==> src/rtl/hazard_scoreboard.sv <==
// hazard_scoreboard
//   ID-stage register hazard tracker. Every in-flight register write holds a
//   per-register countdown of the cycles left until its result is visible in
//   the register file. An ID instruction that reads a register with a pending
//   write raises stall. Stall freezes IF/ID and inserts a bubble into ID/EXE.
//
//   Optional feature macro: FORWARDING_EN
//     When it is defined, a count of 1 means the result is already on the bypass
//     network. That case raises fwd_hit instead of a hazard.
//     When it is undefined, any nonzero count is a hazard and there is no
//     fwd_hit port.
//
// Ports
//   clk          clock, rising edge
//   rst_n        asynchronous reset, active low
//   id_valid     instruction present in ID
//   id_src       source addresses, src k at [k*REG_AW +: REG_AW]
//   id_src_used  bit k set: src k is really read
//   id_wb_en     instruction writes id_dest
//   id_dest      destination register
//   id_lat       producer latency in cycles, 0 = untracked
//   flush        kill the ID instruction this cycle
//   stall        hold IF/ID and insert a bubble (combinational)
//   src_hazard   per-source hazard flags (combinational)
//   busy_vec     bit r set: register r has a pending write (from flops)
//   stall_cnt    saturating count of stalled cycles
//   fwd_hit      (FORWARDING_EN only) per-source bypass select
module hazard_scoreboard #(
  parameter int REG_AW   = 4,
  parameter int NUM_SRC  = 2,
  parameter int MAX_LAT  = 3,
  parameter int STALL_CW = 16
) (
  input  logic                      clk,
  input  logic                      rst_n,
  input  logic                      id_valid,
  input  logic [NUM_SRC*REG_AW-1:0] id_src,
  input  logic [NUM_SRC-1:0]        id_src_used,
  input  logic                      id_wb_en,
  input  logic [REG_AW-1:0]         id_dest,
  input  logic [3:0]                id_lat,
  input  logic                      flush,
  output logic                      stall,
  output logic [NUM_SRC-1:0]        src_hazard,
  output logic [2**REG_AW-1:0]      busy_vec,
  output logic [STALL_CW-1:0]       stall_cnt
`ifdef FORWARDING_EN
  ,
  output logic [NUM_SRC-1:0]        fwd_hit
`endif
);

  localparam int NREG = 2**REG_AW;
  localparam int CW   = $clog2(MAX_LAT + 1);

  logic [CW-1:0] cnt     [NREG];
  logic [CW-1:0] cnt_nxt [NREG];
  logic [CW-1:0] src_cnt [NUM_SRC];
  logic [CW-1:0] lat_eff;
  logic          issue;

  always_comb begin
    if (id_lat > 4'(MAX_LAT)) lat_eff = CW'(MAX_LAT);
    else                      lat_eff = CW'(id_lat);
  end

  // An unused source never indexes the counters. This keeps X addresses on an
  // unused source from leaking into the hazard logic.
  always_comb begin
    src_hazard = '0;
`ifdef FORWARDING_EN
    fwd_hit = '0;
`endif
    for (int k = 0; k < NUM_SRC; k++) begin
      src_cnt[k] = '0;
      if (id_src_used[k]) begin
        src_cnt[k] = cnt[id_src[k*REG_AW +: REG_AW]];
`ifdef FORWARDING_EN
        src_hazard[k] = id_valid && (src_cnt[k] > CW'(1));
        fwd_hit[k]    = (src_cnt[k] == CW'(1));
`else
        src_hazard[k] = id_valid && (src_cnt[k] != '0);
`endif
      end
    end
  end

  // The hazard check uses the counters before this cycle's update, so an
  // instruction never hazards against its own write.
  assign stall = (|src_hazard) & ~flush;
  assign issue = id_valid & id_wb_en & (id_lat != 4'd0) & ~stall & ~flush;

  // Each counter counts down by one. An issue to the same register takes the
  // larger of the decremented value and the new latency. A younger write
  // therefore never makes a pending write look finished too early.
  always_comb begin
    for (int r = 0; r < NREG; r++) begin
      cnt_nxt[r] = (cnt[r] != '0) ? cnt[r] - CW'(1) : '0;
      if (issue && (id_dest == REG_AW'(r)) && (lat_eff > cnt_nxt[r]))
        cnt_nxt[r] = lat_eff;
    end
  end

  always_ff @(posedge clk or negedge rst_n) begin
    if (!rst_n) begin
      for (int r = 0; r < NREG; r++) cnt[r] <= '0;
    end else begin
      for (int r = 0; r < NREG; r++) cnt[r] <= cnt_nxt[r];
    end
  end

  always_comb begin
    for (int r = 0; r < NREG; r++) busy_vec[r] = (cnt[r] != '0);
  end

  always_ff @(posedge clk or negedge rst_n) begin
    if (!rst_n)
      stall_cnt <= '0;
    else if (stall && (stall_cnt != '1))
      stall_cnt <= stall_cnt + STALL_CW'(1);
  end

endmodule

==> config.mk <==
export PLATFORM = sky130hd
export DESIGN_NAME = hazard_scoreboard
export DESIGN_NICKNAME = d
export VERILOG_FILES = /design/src/rtl/hazard_scoreboard.sv
export SDC_FILE = /design/constraint.sdc
export NUM_CORES = 1
export LEC_CHECK = 0
export ABC_AREA = 1
export CORE_MARGIN = 1
export CORE_UTILIZATION = 48
export DETAILED_ROUTE_END_ITERATION = 7
export PLACE_DENSITY_LB_ADDON = 0.3
export SYNTH_ARGS = -nofsm -noshare
export SYNTH_HDL_FRONTEND = slang
export SYNTH_SLANG_ARGS = --single-unit
==> constraint.sdc <==
create_clock -name clk -period 1.6 [get_ports clk]
set_input_delay 0.32 -clock clk [delete_from_list [all_inputs] [get_ports clk]]
set_output_delay 0.32 -clock clk [all_outputs]
set_load 0.02 [all_outputs]
After elaboration in Yosys (flattened, before gate mapping) --
Cells that the tools add are included.
Storage, ports and cells: register bits 48, input port bits 23, output and inout bits 35, logic and storage cells 175
Operators by class: $add $sub $neg 17, magnitude comparators 19, eq/ne operators 16, mux-type cells 41, bitwise gates (word level) 9, reduce and logical (&&, ||, !) cells 56
Operators with widths (number):
- $mux 2 | 37
- $reduce_bool 2->1 | 18
- $logic_and 1x1->1 | 35
- $eq 4x4->1 const B | 8
- $gt 2x2->1 | 16
- $sub 2x1->2 const B | 16
- $add 16x1->16 const B | 1
- $bmux 2 s4 | 2
- $eq 4x3->1 const B | 4
- $ne 16x16->1 const B | 1
- $ge 5x5->1 const B | 2
- $not 4->5 | 2
- $eq 4x2->1 const B | 2
- $and 1x1->1 | 5
- $eq 4x1->1 const B | 1
- $gt 4x2->1 const B | 1
- $logic_not 4->1 | 1
- $reduce_bool 4->1 | 1
- $mux 1 | 2
- $not 1->1 | 2
- $reduce_or 2->1 | 1

Longest topological paths before layout --
Gate-level depths: netlist of run 1.
word-level depth 15, mapped depth 13, gate-level depth less buffers 11

Least setup slack after synthesis of run 1 --
Ideal clock, no wire load.
kind input port to flip-flop, start input port id_lat[3], end register cnt[11] (netlist name), setup time 122 ps, data arrival time 2504 ps, required time 1478 ps, setup slack -1026 ps, cell stages on the path 10, buffers on the path 2, cell sequence nor2_1 -> inv_1 -> or2_1 -> buf_6 -> clkbuf_1 -> ha_1 -> a2111oi_0 -> nand4_1 -> nand2_1 -> nand2_1
RTL lines:
- from (decl) | line 41 | input logic [3:0] id_lat,
- to (decl) | line 56 | logic [CW-1:0] cnt [NREG];

==> results of run 1 <==
==> power breakdown <==
group	switching [mW]	total, mW	internal [mW]
registers	0.0614	1.33	1.27
logic	0.701	1.27	0.567
clock network	0.478	0.784	0.306
total	1.24	3.38	2.14
==> logic make-up after synthesis <==
group / after synthesis / share of synthesized area
flops: 48 / 0.300
fa+ha+maj: 33 / 0.103
simple gates: 328 / 0.385
buf+inv: 115 / 0.125
compound gates: 35 / 0.0557
xor+xnor: 14 / 0.0306
==> metal layers <==
layer | routed length, um | vias to the layer above
met5 | 0 | -
met4 | 1730 | 0
met3 | 2410 | 199
met2 | 8890 | 529
met1 | 6570 | 2510
li1 | - | 2269
==> sequential cells by signal, indices dropped and copies added, names as in the netlist <==
signal and count:
stall_cnt 16, cnt 32
==> layout by cell type (no fill, tap or decap), types with 5 or more instances in the layout <==
cell type and instances:
dfrtp_1 43, nand3_1 36, buf_2 6, buf_4 118, dlygate4sd2_1 21, clkbuf_2 11
ha_1 16, nand2_1 149, inv_1 73, xor2_1 10, nor2_1 17, inv_2 23
clkbuf_8 5, buf_6 10, nand3_4 8, dfrtp_2 5, nand2_2 25, nand3_2 36
a2111oi_4 12, buf_12 12, a21oi_2 16, clkdlybuf4s50_1 14, nand4_1 34, ha_4 17
==> synth_stat cells (all sizes together) (2+ instances only) <==
cell     number  share of area
o21ai         5         0.0063
a2111oi      12          0.026
inv          97          0.092
buf          14          0.029
nor4          4         0.0063
nand3        79           0.11
nand2       179           0.17
xor2         10          0.022
ha           33           0.10
a21oi        17          0.021
dfrtp        48           0.30
clkbuf        2         0.0019
clkinv        2         0.0022
nor3          3         0.0066
xnor2         4         0.0088
nor2         23          0.026
nand4        35          0.056
or2           2         0.0031
==> worst max path at each step <==
stage | start | endpoint | slack, ns | depth (start not counted)
3_3_place_gp | id_src[0] | stall | -0.93 | 11
2_1_floorplan | id_lat[3] | cnt[18]$_DFF_PN0_ | -0.43 | 11
3_5_place_dp | id_src[0] | stall | -0.96 | 11
4_1_cts | cnt[7]$_DFF_PN0_ | cnt[8]$_DFF_PN0_ | -0.34 | 15
6_report | cnt[20]$_DFF_PN0_ | cnt[10]$_DFF_PN0_ | -0.53 | 13
5_1_grt | cnt[3]$_DFF_PN0_ | stall | -0.71 | 9
==> what timing repair did <==
action,CTS,global route
setup buffers,9,7
hold buffers,1,0
gates cloned,5,3
gates resized for setup,124,88
pin swaps,33,28
endpoints found under the hold margin,10,0
endpoints found under the setup margin,83,66
==> area by class of cell <==
type | instances | area (um2)
Sequential cell | 48 | 1210
Tap cell | 102 | 128
Inverter | 99 | 375
Fill cell | 357 | 1040
Multi-Input combinational cell | 411 | 3220
Clock buffer | 5 | 68.8
Timing Repair Buffer | 202 | 1830
Clock inverter | 3 | 18.8
==> metrics by stage <==
step / utilization / total power, mW / hold slack (ns) / TNS (ns) / area [um2]
2_1_floorplan: - / 1.89 / 0.0244 / -13.75 / 4650
3_3_place_gp: 0.789 / 2.37 / 0.219 / -40.28 / 6220
3_5_place_dp: 0.789 / 2.41 / 0.224 / -43.33 / 6220
4_1_cts: 0.832 / 3.21 / 0.424 / -14.18 / 6560
5_1_grt: 0.868 / 3.51 / 0.412 / -31.29 / 6850
6_report: 0.868 / 3.38 / 0.408 / -21.61 / 6850
==> summary.md, run 1 <==
| Metric | Value |
|---|---|
| Antenna diodes | `0` |
| Setup skew after layout | `0.0112 ns` |
| Min Clock Period, post-route | `2.13 ns` |
| Global routing usage on met2 | `0.618` |
| Cells after Synth | `573` |
| CTS root buffer | `clkbuf_8` |
| Fraction of the cycle the final worst path needs | `1.33` |
| Worst Path Arrival | `2.38 ns` |
| Chip height | `93.3 um` |
| Post-Syn Area | `0.00400 mm2` |
| Nets | `823` |
| Max incr delay on CP | `0.39 ns` |
| Met1 Track Usage GR | `0.432` |
| Max-slew violation count | `0` |
| Leak | `3.59 nW` |
| Slew margin rel. | `0.664` |
| GR Util met3 | `0.0756` |
| GR Util All Layers | `0.371` |
| Proportion of layout cells with a drive suffix above 1 | `0.440` |
| Clock transition at the registers of the reported paths | `0.10 ns` |
| Critical register-to-register path endpoint | `cnt[10]$_DFF_PN0_` |
| Synth unique cells | `37` |
| Status | `finished, violations left` |
| Hold Fails Final Rpt | `0` |
| H-Tree Depth | `2` |
| Final setup violation count | `51` |
| Critical-path cell with the highest stage delay | `dfrtp_1` |
| Pin count of the biggest net entering global routing | `39` |
| Number of top-level pins | `58` |
| Clock tree from TritonCTS | `done` |
| Number of rows created at floorplan | `32` |
| Top flip-flop cell by instance count after synthesis | `dfrtp_1` |
| Async SR Flop Fraction | `1.00` |
| Remaining routing DRC violations | `0` |
| Yosys warning count | `0` |
| Gr ovfl total | `0` |
| Failing checks | `negative setup slack` |
| Layout-stage area growth over the synthesis result | `71.1%` |
| Family with the most delay on the worst path | `simple AND/OR/NAND/NOR gates` |
| Total length of routed wires | `19.6 mm` |
| Worst setup path category | `reg2reg` |
| Synthesized Nets | `629` |
| Clock insertion delay at the later pin of the skew report | `0.33 ns` |
| Sequential cell area fraction in the yosys report | `0.300` |
| Sinks on Clock Net | `48` |
| Avg WL per Cell | `22.5 um` |
| Drt pass-1 iters | `8` |
| Routability-driven placement congestion ratio | `0.904` |
| Number of buffers and inverters on the critical path | `3` |
| Per-cell via count in the routed design | `6.33` |
| Total via count in the routed design | `5507` |
| Die area | `0.00870 mm2` |
| Global-route wire length before repair | `24.8 mm` |
| Maximum root-to-sink buffer count | `2` |
| Kind of start point of the critical path | `register` |
| Number of nets still failing antenna checks after routing | `0` |
| Non-filler instance count after layout | `870` |
| Syn_area_per_cell | `6.98 um2` |
| Die X | `93.3 um` |
| Worst reg2reg path depth | `13` |
| Kind of end point of the critical path | `register` |
| Number of antenna violations at the first check in global routing | `0` |
| Max capacitance violation total | `0` |
| Worst path required time | `1.85 ns` |
| Worst R2R Start | `cnt[20]$_DFF_PN0_` |
| Vias in the first global route | `5206` |
| CP Cell Sequence | `inv_1, nand3_1, nand2_1, nand2_1, nand3_1, nand3_2, nand3_4, buf_6, nand2_8, nor2_8, clkbuf_16, nand3_2, nand2_1` |
| Class of the tightest hold or removal check | `in2async` |
| Final critical-path setup slack | `-0.533 ns` |
| Number of input and output port buffers inserted | `57` |
| Worst-path fanout max | `6` |
| Worst voltage drop across the vdd grid | `0.363 mV` |
| Peak-usage layer in the global routing report | `met2` |
| Synthesized flop and latch total | `48` |
| Setup slack on the worst flop-to-flop path | `-0.53 ns` |
| Worst Max-Slew Pin Slew | `0.504 ns` |
| P per Cell Area | `494 mW/mm2` |
| Max Freq | `469 MHz` |
| DRC violation total after the first TritonRoute iteration | `616` |
| Post-DP HPWL | `10.0 mm` |
| Initial standard-cell utilization of the core | `0.507` |
| RSZ-0062 raised after global routing | `true` |
| Number of enable-type register cells in the synthesized netlist | `0` |
| Core region area | `0.00789 mm2` |
| Number of instances in the placed design | `840` |
| Total CTS buffers | `5` |
| Worst setup slack after placement | `-0.963 ns` |
| Cell with the most instances on the worst path | `nand2_1` |
Power figures use the tool's default switching activity.
==> inputs of run 2 (changes only) <==
Settings changed: SKIP_CTS_REPAIR_TIMING set to 1.
==> run 2 against run 1 <==
The flow still finishes with violations (negative setup slack). Sequential power barely moved. Die area unchanged. Flip-flop and latch count stayed put. Non-clock buffer count increased by 3. Count of clock-buffer cells in the layout stayed put. Register-to-register slack lost 0.12 ns. Routed wire length shrank 6.8%. Utilization is 1.4 points lower. Clock skew grew 0.013 ns. Clock power is 3.6% higher. First-iteration DRC count up 8.3%.
==> summary.md, run 2 (synthesis results as in run 1) <==
| Metric | Value |
|---|---|
| Sum of negative setup slack | `-25.41 ns (-3.79 ns)` |
| CP Cell Sequence | `inv_1, buf_4, nor2_1, ha_1, a2111oi_4, nand4_1, nand2_1, nand2_1` |
| Registers with the highest flip-flop counts | `cnt: 32 flops, stall_cnt: 16 flops` |
| Worst path required time | `1.83 ns (-0.02 ns)` |
| Drt pass-1 iters | `8 (unchanged)` |
| Crit path depth | `8 (-5)` |
| Kind of start point of the critical path | `register` |
| Final critical-path setup slack | `-0.652 ns (-0.120 ns)` |
| Worst Max-Slew Pin Slew | `0.570 ns (+0.0653 ns)` |
| Number of rows created at floorplan | `32 (unchanged)` |
| Max-slew violation count | `0 (unchanged)` |
| Final setup violation count | `52 (+2.0%)` |
| Hold Fails Final Rpt | `0 (unchanged)` |
| Worst R2R Start | `cnt[1]$_DFF_PN0_` |
| Core region area | `0.00789 mm2 (unchanged)` |
| Multi-input gate area in the final layout | `0.00297 mm2 (-7.7%)` |
| Number of instances in the placed design | `840 (unchanged)` |
| Kind of end point of the critical path | `register` |
| Met1 Track Usage GR | `0.391 (-0.0410)` |
| Min Clock Period, post-route | `2.25 ns (+0.120 ns)` |
| Global routing usage on met2 | `0.569 (-0.0490)` |
| Per-cell via count in the routed design | `6.23 (-1.6%)` |
| GR Util All Layers | `0.325 (-0.0465)` |
| Pin count of the biggest net entering global routing | `39 (unchanged)` |
| Avg WL per Cell | `20.9 um (-7.0%)` |
| Most common library cell in the layout ignoring fill and taps | `nand2_1` |
| Chip height | `93.3 um (unchanged)` |
| Number of flip-flops in the largest register | `32 (unchanged)` |
| Nets | `825 (+0.24%)` |
| Global-route wire length before repair | `21.9 mm (-12%)` |
| Worst setup path category | `reg2reg` |
| Net switching fraction of the power | `0.366 (-0.000637)` |
| Critical-path cell with the highest stage delay | `dfrtp_1` |
| Clock insertion delay at the later pin of the skew report | `0.34 ns (about the same)` |
| Number of top-level pins | `58 (unchanged)` |
| # fillers | `385 (+7.8%)` |
| Total length of routed wires | `18.3 mm (-6.8%)` |
| Max capacitance violation total | `0 (unchanged)` |
| Non-filler instance count after layout | `872 (+0.23%)` |
| Die X | `93.3 um (unchanged)` |
| Gr ovfl total | `0 (unchanged)` |
| DRC violation total after the first TritonRoute iteration | `667 (+8.3%)` |
| Number of antenna violations at the first check in global routing | `0 (unchanged)` |
| Sinks on Clock Net | `48 (unchanged)` |
| Peak-usage layer in the global routing report | `met2` |
| Class of the tightest hold or removal check | `in2async` |
| Max Freq | `444 MHz (-5.3%)` |
| Setup skew after layout | `0.0241 ns (+0.0128 ns)` |
| Maximum root-to-sink buffer count | `2 (unchanged)` |
| Total via count in the routed design | `5430 (-1.4%)` |
| Die area | `0.00870 mm2 (unchanged)` |
| Number of buffers and inverters on the critical path | `2 (-1)` |
| Leading cell types in the layout, fill and taps excluded | `nand2_1, buf_4, inv_1` |
| P per Cell Area | `500 mW/mm2 (+1.2%)` |
| Proportion of layout cells with a drive suffix above 1 | `0.352 (-0.0882)` |
| Family with the most delay on the worst path | `simple AND/OR/NAND/NOR gates` |
| Remaining routing DRC violations | `0 (unchanged)` |
| Vias in the first global route | `4758 (-8.6%)` |
| Worst reg2reg path depth | `8 (-5)` |
| Worst voltage drop across the vdd grid | `0.413 mV (+14%)` |
| Worst-path fanout max | `4 (-2)` |
| Leak | `4.08 nW (+14%)` |
| Number of input and output port buffers inserted | `57 (unchanged)` |
| Worst Hold Slack | `0.383 ns (-0.0249 ns)` |
| Layout-stage area growth over the synthesis result | `68.4%` |
| H-Tree Depth | `2 (unchanged)` |
| Clock transition at the registers of the reported paths | `0.12 ns (+0.02 ns)` |
| Status | `finished, violations left` |
| CTS root buffer | `clkbuf_8` |
| Max incr delay on CP | `0.39 ns (about the same)` |
| Initial standard-cell utilization of the core | `0.507 (unchanged)` |
| Critical register-to-register path endpoint | `cnt[1]$_DFF_PN0_` |
| Routability-driven placement congestion ratio | `0.904 (unchanged)` |
| RSZ-0062 raised after global routing | `true` |
| Failing checks | `negative setup slack` |
| Cell with the most instances on the worst path | `nand2_1` |
| Number of nets still failing antenna checks after routing | `0 (unchanged)` |
| Share of power burned in the clock network | `0.241 (+0.009)` |
| Sequential power share | `0.397 (+0.004)` |
| Slew margin rel. | `0.620 (-0.0436)` |
| Total CTS buffers | `5 (unchanged)` |
| Worst Path Arrival | `2.48 ns (+0.10 ns)` |
| Fraction of the cycle the final worst path needs | `1.41 (+0.0748)` |
| Last element of the critical path | `cnt[1]$_DFF_PN0_` |
| Internal | `2.14 mW (-0.26%)` |
| Register containing the most flip-flops in the final layout | `cnt` |
| First element of the critical path | `cnt[1]$_DFF_PN0_` |
| Antenna diodes | `0 (unchanged)` |
| FF/Latch Area | `0.00121 mm2 (unchanged)` |
| Setup slack on the worst flop-to-flop path | `-0.65 ns (-0.12 ns)` |
| Clock tree from TritonCTS | `done` |
| Post-DP HPWL | `10.0 mm (unchanged)` |
| Gate power share | `0.363 (-0.012)` |
| GR Util met3 | `0.0520 (-0.0236)` |
| P_sw | `1.23 mW (-0.53%)` |
run 2: cell types whose count changed in the layout (fill, tap and decap cells not counted), moves of 2 or more:
cell / delta
dlymetal6s2s_1: +36
nand3_1: +29
nand3_2: -26
dlygate4sd2_1: -21
nand2_1: +20
nand2_2: -18
clkbuf_2: -9
buf_4: +6
inv_1: +6
inv_2: -6
nand3_4: -4
buf_2: -3
buf_12: -2
run 2: final cells by class:
cell class                      count  share of cell area
Multi-Input combinational cell    410               0.441
Timing Repair Buffer              205               0.293
Sequential cell                    48               0.179
Inverter                           99              0.0557
Tap cell                          102              0.0189
Clock buffer                        5              0.0102
Clock inverter                      3             0.00278
run 2: worst min path at each step:
stage	from	endpoint	slack, ns	cells after the start
2_1_floorplan	rst_n	cnt[0]$_DFF_PN0_	0.02	0
3_3_place_gp	rst_n	cnt[16]$_DFF_PN0_	0.22	1
3_5_place_dp	rst_n	cnt[16]$_DFF_PN0_	0.22	1
4_1_cts	rst_n	cnt[13]$_DFF_PN0_	-0.12	1
5_1_grt	rst_n	cnt[13]$_DFF_PN0_	0.42	2
6_report	rst_n	cnt[13]$_DFF_PN0_	0.38	2
run 2: layer usage:
layer,up-vias,wire (um)
met1,2480,6310
met4,0,1410
li1,2273,-
met3,155,2090
met5,-,0
met2,522,8460
run 2: stage by stage:
step	setup slack [ns]	cell area (um2)	utilization	power, mW
floorplan	-0.431	4650	-	1.89
global placement	-0.926	6220	0.789	2.37
detailed placement	-0.963	6220	0.789	2.41
CTS	-1.00	6310	0.800	3.17
global route	-0.635	6740	0.855	3.45
finish	-0.652	6740	0.855	3.37
run 2: power by group through the flow:
stage | Sequential, mW | Combinational, mW | Clock, mW
floorplan | 1.42 | 0.469 | 0
global placement | 1.35 | 1.02 | 0
detailed placement | 1.35 | 1.06 | 0
CTS | 1.33 | 1.07 | 0.770
global route | 1.34 | 1.27 | 0.844
finish | 1.34 | 1.22 | 0.812
==> inputs of run 3 (changes only) <==
Settings changed: ABC_AREA 1 to not set, SLEW_MARGIN set to 40, TNS_END_PERCENT set to 20.
==> run 3 against run 2 <==
The flow still finishes with violations (negative setup slack). Cell area fell by 22%. Synthesized area fell by 15%. Cell count fell by 30%. Count of clock-buffer cells in the layout did not move. Via count fell by 38%. Worst setup slack got worse by 0.36 ns. Clock power rose by 13%. Register-to-register slack got worse by 0.35 ns. Utilization fell by 7.8 points. Routed wire length fell by 47%. Largest power group unchanged.
==> summary.md, run 3 <==
| Metric | Value |
|---|---|
| Final design utilization | `0.777 (-0.0779)` |
| M1 WL | `4.17 mm (-34%)` |
| Kind of end point of the critical path | `output pin` |
| Biggest area consumer among synthesized cells | `dfrtp_1` |
| Top flip-flop cell by instance count after synthesis | `dfrtp_1` |
| Global-route wire length before repair | `14.5 mm (-34%)` |
| Synth unique cells | `34 (-8.1%)` |
| Nets | `570 (-31%)` |
| Worst voltage drop across the vdd grid | `0.383 mV (-7.2%)` |
| Remaining routing DRC violations | `0 (unchanged)` |
| # fillers | `434 (+13%)` |
| Max-slew violation count | `0 (unchanged)` |
| Min Clock Period, post-route | `2.62 ns (+0.364 ns)` |
| Synthesized flop and latch total | `48 (unchanged)` |
| Post-Syn Area | `0.00339 mm2 (-15%)` |
| Sinks on Clock Net | `48 (unchanged)` |
| Clock tree from TritonCTS | `done` |
| RSZ-0062 raised after global routing | `true` |
| Per-cell via count in the routed design | `5.48 (-12%)` |
| Top routing layer used | `met4` |
| Max capacitance violation total | `0 (unchanged)` |
| Syn_area_per_cell | `9.59 um2 (+37%)` |
| Die area | `0.00741 mm2 (-15%)` |
| Status | `finished, violations left` |
| Leading cell types in the layout, fill and taps excluded | `buf_4, dfrtp_1, inv_1` |
| Number of enable-type register cells in the synthesized netlist | `0 (unchanged)` |
| CTS root buffer | `clkbuf_8` |
| Number of antenna violations at the first check in global routing | `0 (unchanged)` |
| Gr ovfl total | `0 (unchanged)` |
| CP Cell Sequence | `nor2_2, mux4_2, a32o_1, or4b_4, a21oi_2, buf_4` |
| Chip height | `86.1 um (-7.7%)` |
| Die X | `86.1 um (-7.7%)` |
| Proportion of layout cells with a drive suffix above 1 | `0.324 (-0.0277)` |
| GR Util All Layers | `0.255 (-0.0696)` |
| Worst Hold Slack | `0.523 ns (+0.140 ns)` |
| Avg WL per Cell | `16.0 um (-24%)` |
| Sum of met3 wire segment lengths after detailed routing | `551 um (-74%)` |
| Number of flip-flops in the largest register | `32 (unchanged)` |
| Kind of start point of the critical path | `register` |
| Failing checks | `negative setup slack` |
| Most repeated cell in the gate-level netlist after synthesis | `dfrtp_1` |
| Post-DP HPWL | `7.07 mm (-30%)` |
| Number of nets still failing antenna checks after routing | `0 (unchanged)` |
| Total chip power | `3.03 mW (-10%)` |
| Max Freq | `382 MHz (-14%)` |
| Vias in the first global route | `3163 (-34%)` |
| Most common library cell in the layout ignoring fill and taps | `buf_4` |
| Final setup violation count | `54 (+3.8%)` |
| Leak | `3.32 nW (-18%)` |
| Fraction of the cycle the final worst path needs | `1.63 (+0.227)` |
| Registers with the highest flip-flop counts | `cnt: 32 flops, stall_cnt: 16 flops` |
| P per Cell Area | `575 mW/mm2 (+15%)` |
| Worst path required time | `1.28 ns (-0.55 ns)` |
| Largest cells by area after synthesis | `dfrtp_1, ha_1, mux2i_1` |
| Register containing the most flip-flops in the final layout | `cnt` |
| Yosys warning count | `0 (unchanged)` |
| Final critical-path setup slack | `-1.02 ns (-0.364 ns)` |
| Critical-path cell with the highest stage delay | `or4b_4` |
| Hold Fails Final Rpt | `0 (unchanged)` |
| Maximum root-to-sink buffer count | `2 (unchanged)` |
| Clock transition at the registers of the reported paths | `0.10 ns (-0.02 ns)` |
| Number of top-level pins | `58 (unchanged)` |
| Routed wire length on met2 | `4.86 mm (-43%)` |
| Max incr delay on CP | `0.55 ns (+0.16 ns)` |
| Family with the most delay on the worst path | `simple AND/OR/NAND/NOR gates` |
| Number of rows created at floorplan | `30 (-6.3%)` |
| Worst setup path category | `reg2out` |
| Number of input and output port buffers inserted | `57 (unchanged)` |
| Setup skew after layout | `0.0137 ns (-0.0104 ns)` |
| Initial standard-cell utilization of the core | `0.500 (-0.00767)` |
| Worst Max-Slew Pin Slew | `0.399 ns (-0.171 ns)` |
| Clock insertion delay at the later pin of the skew report | `0.31 ns (-0.03 ns)` |
| Antenna diodes | `0 (unchanged)` |
| Synthesized Nets | `410 (-35%)` |
| Cells after Synth | `354 (-38%)` |
| Total CTS buffers | `5 (unchanged)` |
| Leading cell types by count after synthesis | `dfrtp_1, inv_1, ha_1` |
| Total length of routed wires | `9.76 mm (-47%)` |
| Proportion of netlist area held by the largest area contributor | `0.354 (+0.0537)` |
| Slew margin rel. | `0.732 (+0.112)` |
| Pin count of the biggest net entering global routing | `49 (+26%)` |
| Layout-stage area growth over the synthesis result | `55.4%` |
| Number of buffers and inverters on the critical path | `1 (-1)` |
| Routability-driven placement congestion ratio | `0.840 (-7.0%)` |
| Core region area | `0.00679 mm2 (-14%)` |
| Worst Path Arrival | `2.30 ns (-0.18 ns)` |
| Drt pass-1 iters | `5 (-3)` |
| Total via count in the routed design | `3351 (-38%)` |
| Worst-path fanout max | `3 (-1)` |
| Sequential cell area fraction in the yosys report | `0.354 (+0.0537)` |
| Async SR Flop Fraction | `1.00 (unchanged)` |
| Class of the tightest hold or removal check | `in2async` |
| H-Tree Depth | `2 (unchanged)` |
| DRC violation total after the first TritonRoute iteration | `163 (-76%)` |
==> run 3: cell types whose count changed after synthesis, moves of 12 or more <==
cell and delta:
or4_1 +12, mux2i_1 +32, nand4_1 -30, o21ai_0 +20, nand3_1 -65, nand2_1 -152
nand2b_1 +20, a2111oi_0 -12, nor2b_1 +16, inv_1 -59
==> run 3: area by class of cell <==
| class | instances | area (um2) | area share |
|---|---|---|---|
| clock buffer | 5 | 68.8 | 0.0130 |
| clock inverter | 3 | 47.5 | 0.00901 |
| inverter | 36 | 135 | 0.0256 |
| tap | 96 | 120 | 0.0228 |
| timing repair buffer | 160 | 1490 | 0.283 |
| multi-input combinational | 263 | 2210 | 0.419 |
| sequential | 48 | 1200 | 0.228 |
==> run 3: through the flow <==
step	area (um2)	instances	setup TNS [ns]	setup WS, ns
after detailed placement	4880	599	-76.92	-1.70
after floorplan	3450	354	-35.06	-0.790
after CTS	5000	607	-68.96	-1.70
after global routing	5280	611	-51.39	-1.09
final	5280	611	-46.90	-1.02
after global placement	4880	599	-73.38	-1.64
==> run 3: logic make-up after synthesis <==
kind of cell | Yosys count | synth area share
and+or+nand+nor | 130 | 0.213
DFF | 48 | 0.354
AOI/OAI and AO/OA | 47 | 0.0851
buffers and inverters | 43 | 0.0527
muxes | 39 | 0.137
adders and majority gates | 33 | 0.122
xor gates and xnor gates | 14 | 0.0361
==> run 3: worst paths after layout <==
kind,from,endpoint,slack [ns],cells after the start
worst max-delay path,cnt[6]$_DFF_PN0_,stall,-1.02,6
worst min register to register,stall_cnt[6]$_DFFE_PN0P_,stall_cnt[6]$_DFFE_PN0P_,0.54,2
worst min-delay path,rst_n,stall_cnt[7]$_DFFE_PN0P_,0.52,3
max in group asynchronous,rst_n,cnt[2]$_DFF_PN0_,0.83,3
min in group clk,stall_cnt[6]$_DFFE_PN0P_,stall_cnt[6]$_DFFE_PN0P_,0.54,2
worst max register to register,cnt[6]$_DFF_PN0_,stall_cnt[7]$_DFFE_PN0P_,-1.00,9
==> run 3: tightest hold or removal path, delay by kind of cell <==
kind / cells / cell delay, ns
buf+inv: 3 / 0.90
==> run 3: report_power, final <==
group	switching, mW	internal [mW]
Combinational	0.394	0.418
Clock	0.449	0.472
Sequential	0.0306	1.27
==> run 3: layer usage <==
| metal | track usage | vias to the layer above |
|---|---|---|
| met4 | 0.0939 | 0 |
| met5 | 0 | - |
| li1 | - | 1579 |
| met1 | 0.326 | 1635 |
| met2 | 0.437 | 120 |
| met3 | 0.0385 | 17 |
